### src/rtl/dispatch_pkg.sv
// Shared types and sizes for the dispatch rename/status stage.
// Table entries track {pending, producer tag} per architectural register.
package dispatch_pkg;

  localparam int NUM_REGS = 32;
  localparam int TAG_W    = 6;
  localparam int IDX_W    = $clog2(NUM_REGS);

  typedef struct packed {
    logic             pending;
    logic [TAG_W-1:0] tag;
  } rst_entry_t;

  // WAIT: tag_in is valid this cycle. HAVE: tag parked in the staged register.
  typedef enum logic [1:0] {
    IDLE = 2'd0,
    WAIT = 2'd1,
    HAVE = 2'd2
  } alloc_state_e;

endpackage

### src/rtl/tag_alloc_ctrl.sv
// Keeps one free-list tag ready for the next rd allocation, pulling a
// replacement on every consume so back-to-back dispatches never stall.
module tag_alloc_ctrl
  import dispatch_pkg::*;
(
  input  logic             clk,
  input  logic             rst,
  input  logic             needs_tag,
  input  logic             tag_empty,
  input  logic [TAG_W-1:0] tag_in,
  output logic             disp_stall,
  output logic             consume,
  output logic             tag_pull,
  output logic [TAG_W-1:0] alloc_tag,
  output alloc_state_e     state_dbg
);

  alloc_state_e     state_q, state_d;
  logic [TAG_W-1:0] staged_q;

  // Handshake: a dispatch needing a tag is accepted (consume) exactly when
  // disp_stall is low; the free list answers a pull one cycle later on tag_in.
  always_comb begin
    disp_stall = needs_tag & (state_q == IDLE);
    consume    = needs_tag & ~disp_stall;
    tag_pull   = rst & ~tag_empty & ((state_q == IDLE) | consume);
    alloc_tag  = (state_q == WAIT) ? tag_in : staged_q;
    state_d    = state_q;
    case (state_q)
      IDLE: if (tag_pull) state_d = WAIT;
      WAIT: begin
        if (consume) state_d = tag_pull ? WAIT : IDLE;
        else         state_d = HAVE;
      end
      HAVE: if (consume) state_d = tag_pull ? WAIT : IDLE;
      default: state_d = IDLE;
    endcase
  end

  always_ff @(posedge clk or negedge rst) begin
    if (!rst) begin
      state_q  <= IDLE;
      staged_q <= '0;
    end else begin
      state_q <= state_d;
      if ((state_q == WAIT) && !consume) staged_q <= tag_in;
    end
  end

  assign state_dbg = state_q;

endmodule

### src/rtl/register_status_table.sv
// Rename/status stage: per-register pending/tag table with CDB bypass on
// operand lookup and fresh tag allocation for rd from the free list.
module register_status_table
  import dispatch_pkg::*;
(
  input  logic             clk,
  input  logic             rst,
  input  logic             disp_valid,
  input  logic [IDX_W-1:0] disp_rs1,
  input  logic [IDX_W-1:0] disp_rs2,
  input  logic [IDX_W-1:0] disp_rd,
  input  logic             disp_rd_we,
  output logic             disp_stall,
  output logic             rs1_pending,
  output logic [TAG_W-1:0] rs1_tag,
  output logic             rs2_pending,
  output logic [TAG_W-1:0] rs2_tag,
  output logic [TAG_W-1:0] rd_tag,
  output logic             rd_tag_valid,
  input  logic             cdb_valid,
  input  logic [TAG_W-1:0] cdb_tag,
  output logic             tag_pull,
  input  logic [TAG_W-1:0] tag_in,
  input  logic             tag_empty
);

  rst_entry_t       table_q [NUM_REGS];
  rst_entry_t       rs1_e, rs2_e;
  logic             needs_tag;
  logic             consume;
  logic [TAG_W-1:0] alloc_tag;
  alloc_state_e     alloc_state;

  assign needs_tag = disp_valid & disp_rd_we & (disp_rd != '0);

  tag_alloc_ctrl u_alloc (
    .clk        (clk),
    .rst        (rst),
    .needs_tag  (needs_tag),
    .tag_empty  (tag_empty),
    .tag_in     (tag_in),
    .disp_stall (disp_stall),
    .consume    (consume),
    .tag_pull   (tag_pull),
    .alloc_tag  (alloc_tag),
    .state_dbg  (alloc_state)
  );

  // Lookup reads the pre-dispatch table; a same-cycle CDB hit is forwarded.
  function automatic rst_entry_t lookup(input rst_entry_t e,
                                        input logic [IDX_W-1:0] idx,
                                        input logic cv,
                                        input logic [TAG_W-1:0] ct);
    rst_entry_t r;
    r = e;
    if (idx == '0) r = '0;
    else if (cv && r.pending && (r.tag == ct)) r.pending = 1'b0;
    return r;
  endfunction

  always_comb begin
    rs1_e       = lookup(table_q[disp_rs1], disp_rs1, cdb_valid, cdb_tag);
    rs2_e       = lookup(table_q[disp_rs2], disp_rs2, cdb_valid, cdb_tag);
    rs1_pending = rs1_e.pending;
    rs1_tag     = rs1_e.tag;
    rs2_pending = rs2_e.pending;
    rs2_tag     = rs2_e.tag;
  end

  // The dispatch write is issued after the CDB clears so it wins on a collision.
  always_ff @(posedge clk or negedge rst) begin
    if (!rst) begin
      for (int i = 0; i < NUM_REGS; i++) table_q[i] <= '0;
    end else begin
      for (int i = 0; i < NUM_REGS; i++) begin
        if (cdb_valid && table_q[i].pending && (table_q[i].tag == cdb_tag))
          table_q[i].pending <= 1'b0;
      end
      if (consume) table_q[disp_rd] <= '{pending: 1'b1, tag: alloc_tag};
    end
  end

  always_ff @(posedge clk or negedge rst) begin
    if (!rst) begin
      rd_tag       <= '0;
      rd_tag_valid <= 1'b0;
    end else begin
      rd_tag_valid <= consume;
      if (consume) rd_tag <= alloc_tag;
    end
  end

endmodule
### config.mk
export PLATFORM = sky130hd
export DESIGN_NAME = register_status_table
export DESIGN_NICKNAME = d
export VERILOG_FILES = /design/src/rtl/dispatch_pkg.sv /design/src/rtl/tag_alloc_ctrl.sv /design/src/rtl/register_status_table.sv
export SDC_FILE = /design/constraint.sdc
export NUM_CORES = 1
export LEC_CHECK = 0
export ABC_AREA = 0
export ABC_CLOCK_PERIOD_IN_PS = 4400
export CELL_PAD_IN_SITES_DETAIL_PLACEMENT = 1
export CELL_PAD_IN_SITES_GLOBAL_PLACEMENT = 1
export CORE_ASPECT_RATIO = 1.25
export CORE_MARGIN = 2
export CORE_UTILIZATION = 37
export CTS_CLUSTER_DIAMETER = 30
export CTS_CLUSTER_SIZE = 12
export DETAILED_ROUTE_END_ITERATION = 8
export GPL_TIMING_DRIVEN = 0
export HOLD_SLACK_MARGIN = 0.06
export PLACE_DENSITY_LB_ADDON = 0.2
export SYNTH_ARGS = -nofsm -noshare
export SYNTH_HDL_FRONTEND = slang
export SYNTH_SLANG_ARGS = --single-unit
### constraint.sdc
create_clock -name clk -period 4.4 [get_ports clk]
set_input_delay 0.44 -clock clk [delete_from_list [all_inputs] [get_ports clk]]
set_output_delay 0.44 -clock clk [all_outputs]
set_load 0.05 [all_outputs]
==> results_dict.tcl <==
set metrics [dict create \
    die_width_um 183 \
    synth_top_area_frac 0.403 \
    synthFlopType "dfrtp_1" \
    worst_path_max_delay_cell "o41a_1" \
    postCtsSetupBuffers 0 \
    grt_pass1_wl_mm 98.3 \
    antenna_found_initial 0 \
    finalPower_mw 11.0 \
    synthSimpleGateAreaFrac 0.121 \
    num_vias 13200 \
    synth-edff-count 0 \
    arrival_ps 3860 \
    synth_nets 1452 \
    setup_violations 0 \
    async_flop_share 1.00 \
    tns_ps 0 \
    hold_ws_ps 326 \
    min_path_type "input pin to async pin" \
    outcome "finished clean" \
    gp_congestion 1.02 \
    grt_max_degree 105 \
    slew_violations 0 \
    rows 82 \
    use_met3 0.0627 \
    ys_warn_count 0 \
    max-cap-violations 0 \
    p_leak_nw 7.54 \
    io_pins 56 \
    core-area_um2 39800 \
    critical_path_class "input pin to primary output" \
    grt.busiest_layer "met2" \
    track_usage 0.332 \
    placed_cell_area_um2 15900 \
    route.detailed.drc 0 \
    insertion_delay_ps 610 \
    skew_ps 18.9 \
    cts_made_buffers 56 \
    max_slew.worst_pin.slew_ps 1430 \
    yosys.area.top_type "dfrtp_1" \
    critPathLaunchType "input pin" \
    cp_slowest_stage_delay_ps 520 \
    worstSetupEndpointType "primary output" \
    syn_area_um2 14900 \
    cts_root_buf "clkbuf_16" \
    synthAdderAreaFrac 0 \
    rsz0062_at_grt "no" \
    clk_path_buf_depth 3 \
    synth_compound_area_frac 0.122 \
    cpMostUsedCell "buf_2" \
    wl_per_cell_um 33.0 \
    finalHoldViolCount 0 \
    p_per_area_nw_per_um2 612 \
    final_cells 2065 \
    use_met1 0.394 \
    overflow 0 \
    crit_path_cell_trace "buf_2 > buf_2 > buf_2 > mux4_2 > a32oi_1 > o41ai_1 > nor2_1 > xnor2_1 > o41a_1 > dlygate4sd2_1" \
    wl_mm 68.1 \
    synth_mux_area_frac 0.195 \
    fin_area_um2 18000 \
    cp.required_ps 3960 \
    yosysMostFrequentCell "dfrtp_1" \
    synth_cells 1419 \
    critPathMaxFanout 10 \
    cp_num_buf_inv 4 \
    grt_use_met2 0.535 \
    ys_types 58 \
    initial_core_util 0.373 \
    synth_top_family_by_area "multiplexers" \
    firstDrtPassIters 5 \
    placedCellCount 1963 \
    ys_seq_elements 239 \
    cts_tree "done" \
    synth_xor_area_frac 0.118 \
    drt_iter0_drc 1229 \
    vdd_drop_max_mv 0.550 \
    cts.sinks 239 \
    syn_area_per_cell_um2 10.5 \
    critical_path.top_delay_family "buffers and inverters" \
    final_layout_size_suffix_gt1_frac 0.176 \
    ys_top_cells_by_count "239 x dfrtp_1, 177 x nor2_1, 135 x a21oi_1" \
    fin_crit_ps 4300 \
    dp_hpwl_mm 50.5 \
    portBuffers 38 \
    nNetsFinal 1550 \
    die-area_um2 41800 \
    seq_area_frac_synth 0.403 \
    slew-limit-headroom 0.0458 \
    period_share 0.976 \
    fmax_mhz 233 \
    htreeDepth 2 \
    path_clk_slew_ps 50 \
    die_height_um 228 \
    antenna_cells 0 \
    routed_via_density 6.38 \
    grt_pass1_vias 13700 \
    syn2layout_area_growth_pct 21.5 \
    antenna_left 0 \
    ys_top_cells_by_area "dfrtp_1 40%, mux4_2 14%, xnor2_1 6.1%" \
]
logic make-up (layout without fill, tap and decap cells):
logic type	count (synthesis)	after routing
buffers and inverters	141	283
xor gates and xnor gates	200	200
muxes	146	146
and+or+nand+nor	385	385
AOI/OAI and AO/OA	308	308
DFF	239	239
worst paths after layout:
path,slack (ps),cells past startpoint,start,to
max,100,10,disp_rs2[1],rs2_pending
min,330,2,rst,u_alloc.staged_q[2]
max reg2reg,1140,9,u_alloc.state_dbg[1],flop
min reg2reg,500,1,u_alloc.staged_q[5],u_alloc.staged_q[5]
max in group asynchronous,3190,3,rst,table_q[209]
min in group clk,480,4,cdb_valid,table_q[90]
power breakdown:
| group | internal, mW | switching (mW) | total [mW] |
|---|---|---|---|
| logic | 1.14 | 1.86 | 3.00 |
| clock network | 3.15 | 1.39 | 4.54 |
| registers | 2.71 | 0.790 | 3.50 |
cell usage in the layout, fill, tap and decap left out, types with 12 or more instances in the layout:
cell type        count
dfrtp_1            239
nor2_1             177
a21oi_1            135
xnor2_1            103
xor2_1              97
mux4_2              94
clkbuf_1            87
nand2_1             85
o21ai_0             82
clkbuf_16           56
nand4_1             36
clkdlybuf4s50_1     34
o41ai_1             32
buf_2               30
mux2i_1             21
o22ai_1             20
mux2_2              16
nor2b_1             16
mux4_1              14
bufinv_16           13
nand3b_1            12
nand3_1             12
through the flow:
| step | setup WS (ps) | util |
|---|---|---|
| 2_1_floorplan | 1080 | - |
| 3_3_place_gp | -7650 | 0.398 |
| 3_5_place_dp | -882 | 0.400 |
| 4_1_cts | 22.3 | 0.453 |
| 5_1_grt | 81.1 | 0.453 |
| 6_report | 104 | 0.453 |
layout make-up:
type                            instances  area [um^2]
Buffer                                135          606
Clock buffer                           64         1470
Clock inverter                         38          581
Fill cell                            4335        21800
Inverter                                5         18.8
Multi-Input combinational cell       1039         8310
Sequential cell                       239         5980
Tap cell                              504          631
Timing Repair Buffer                   41          450
metal layers:
metal  vias to the layer above  share of wire
met2                       731           0.47
met5                         -              0
met3                       272          0.070
met4                         0          0.091
met1                      6811           0.37
li1                       5365              -
timing repair:
item	CTS	global route
setup endpoints to repair	6	2
gates resized for setup	14	3
hold endpoints to repair	37	0
hold buffers	1	0
worst reg2reg max path, delay by kind of cell (launching register included):
kind                   cells  cell delay, ps
DFF                        1             400
and+or+nand+nor            4             990
AOI/OAI and AO/OA          2             560
buffers and inverters      3            1210
(Power assumes the default switching activity.)
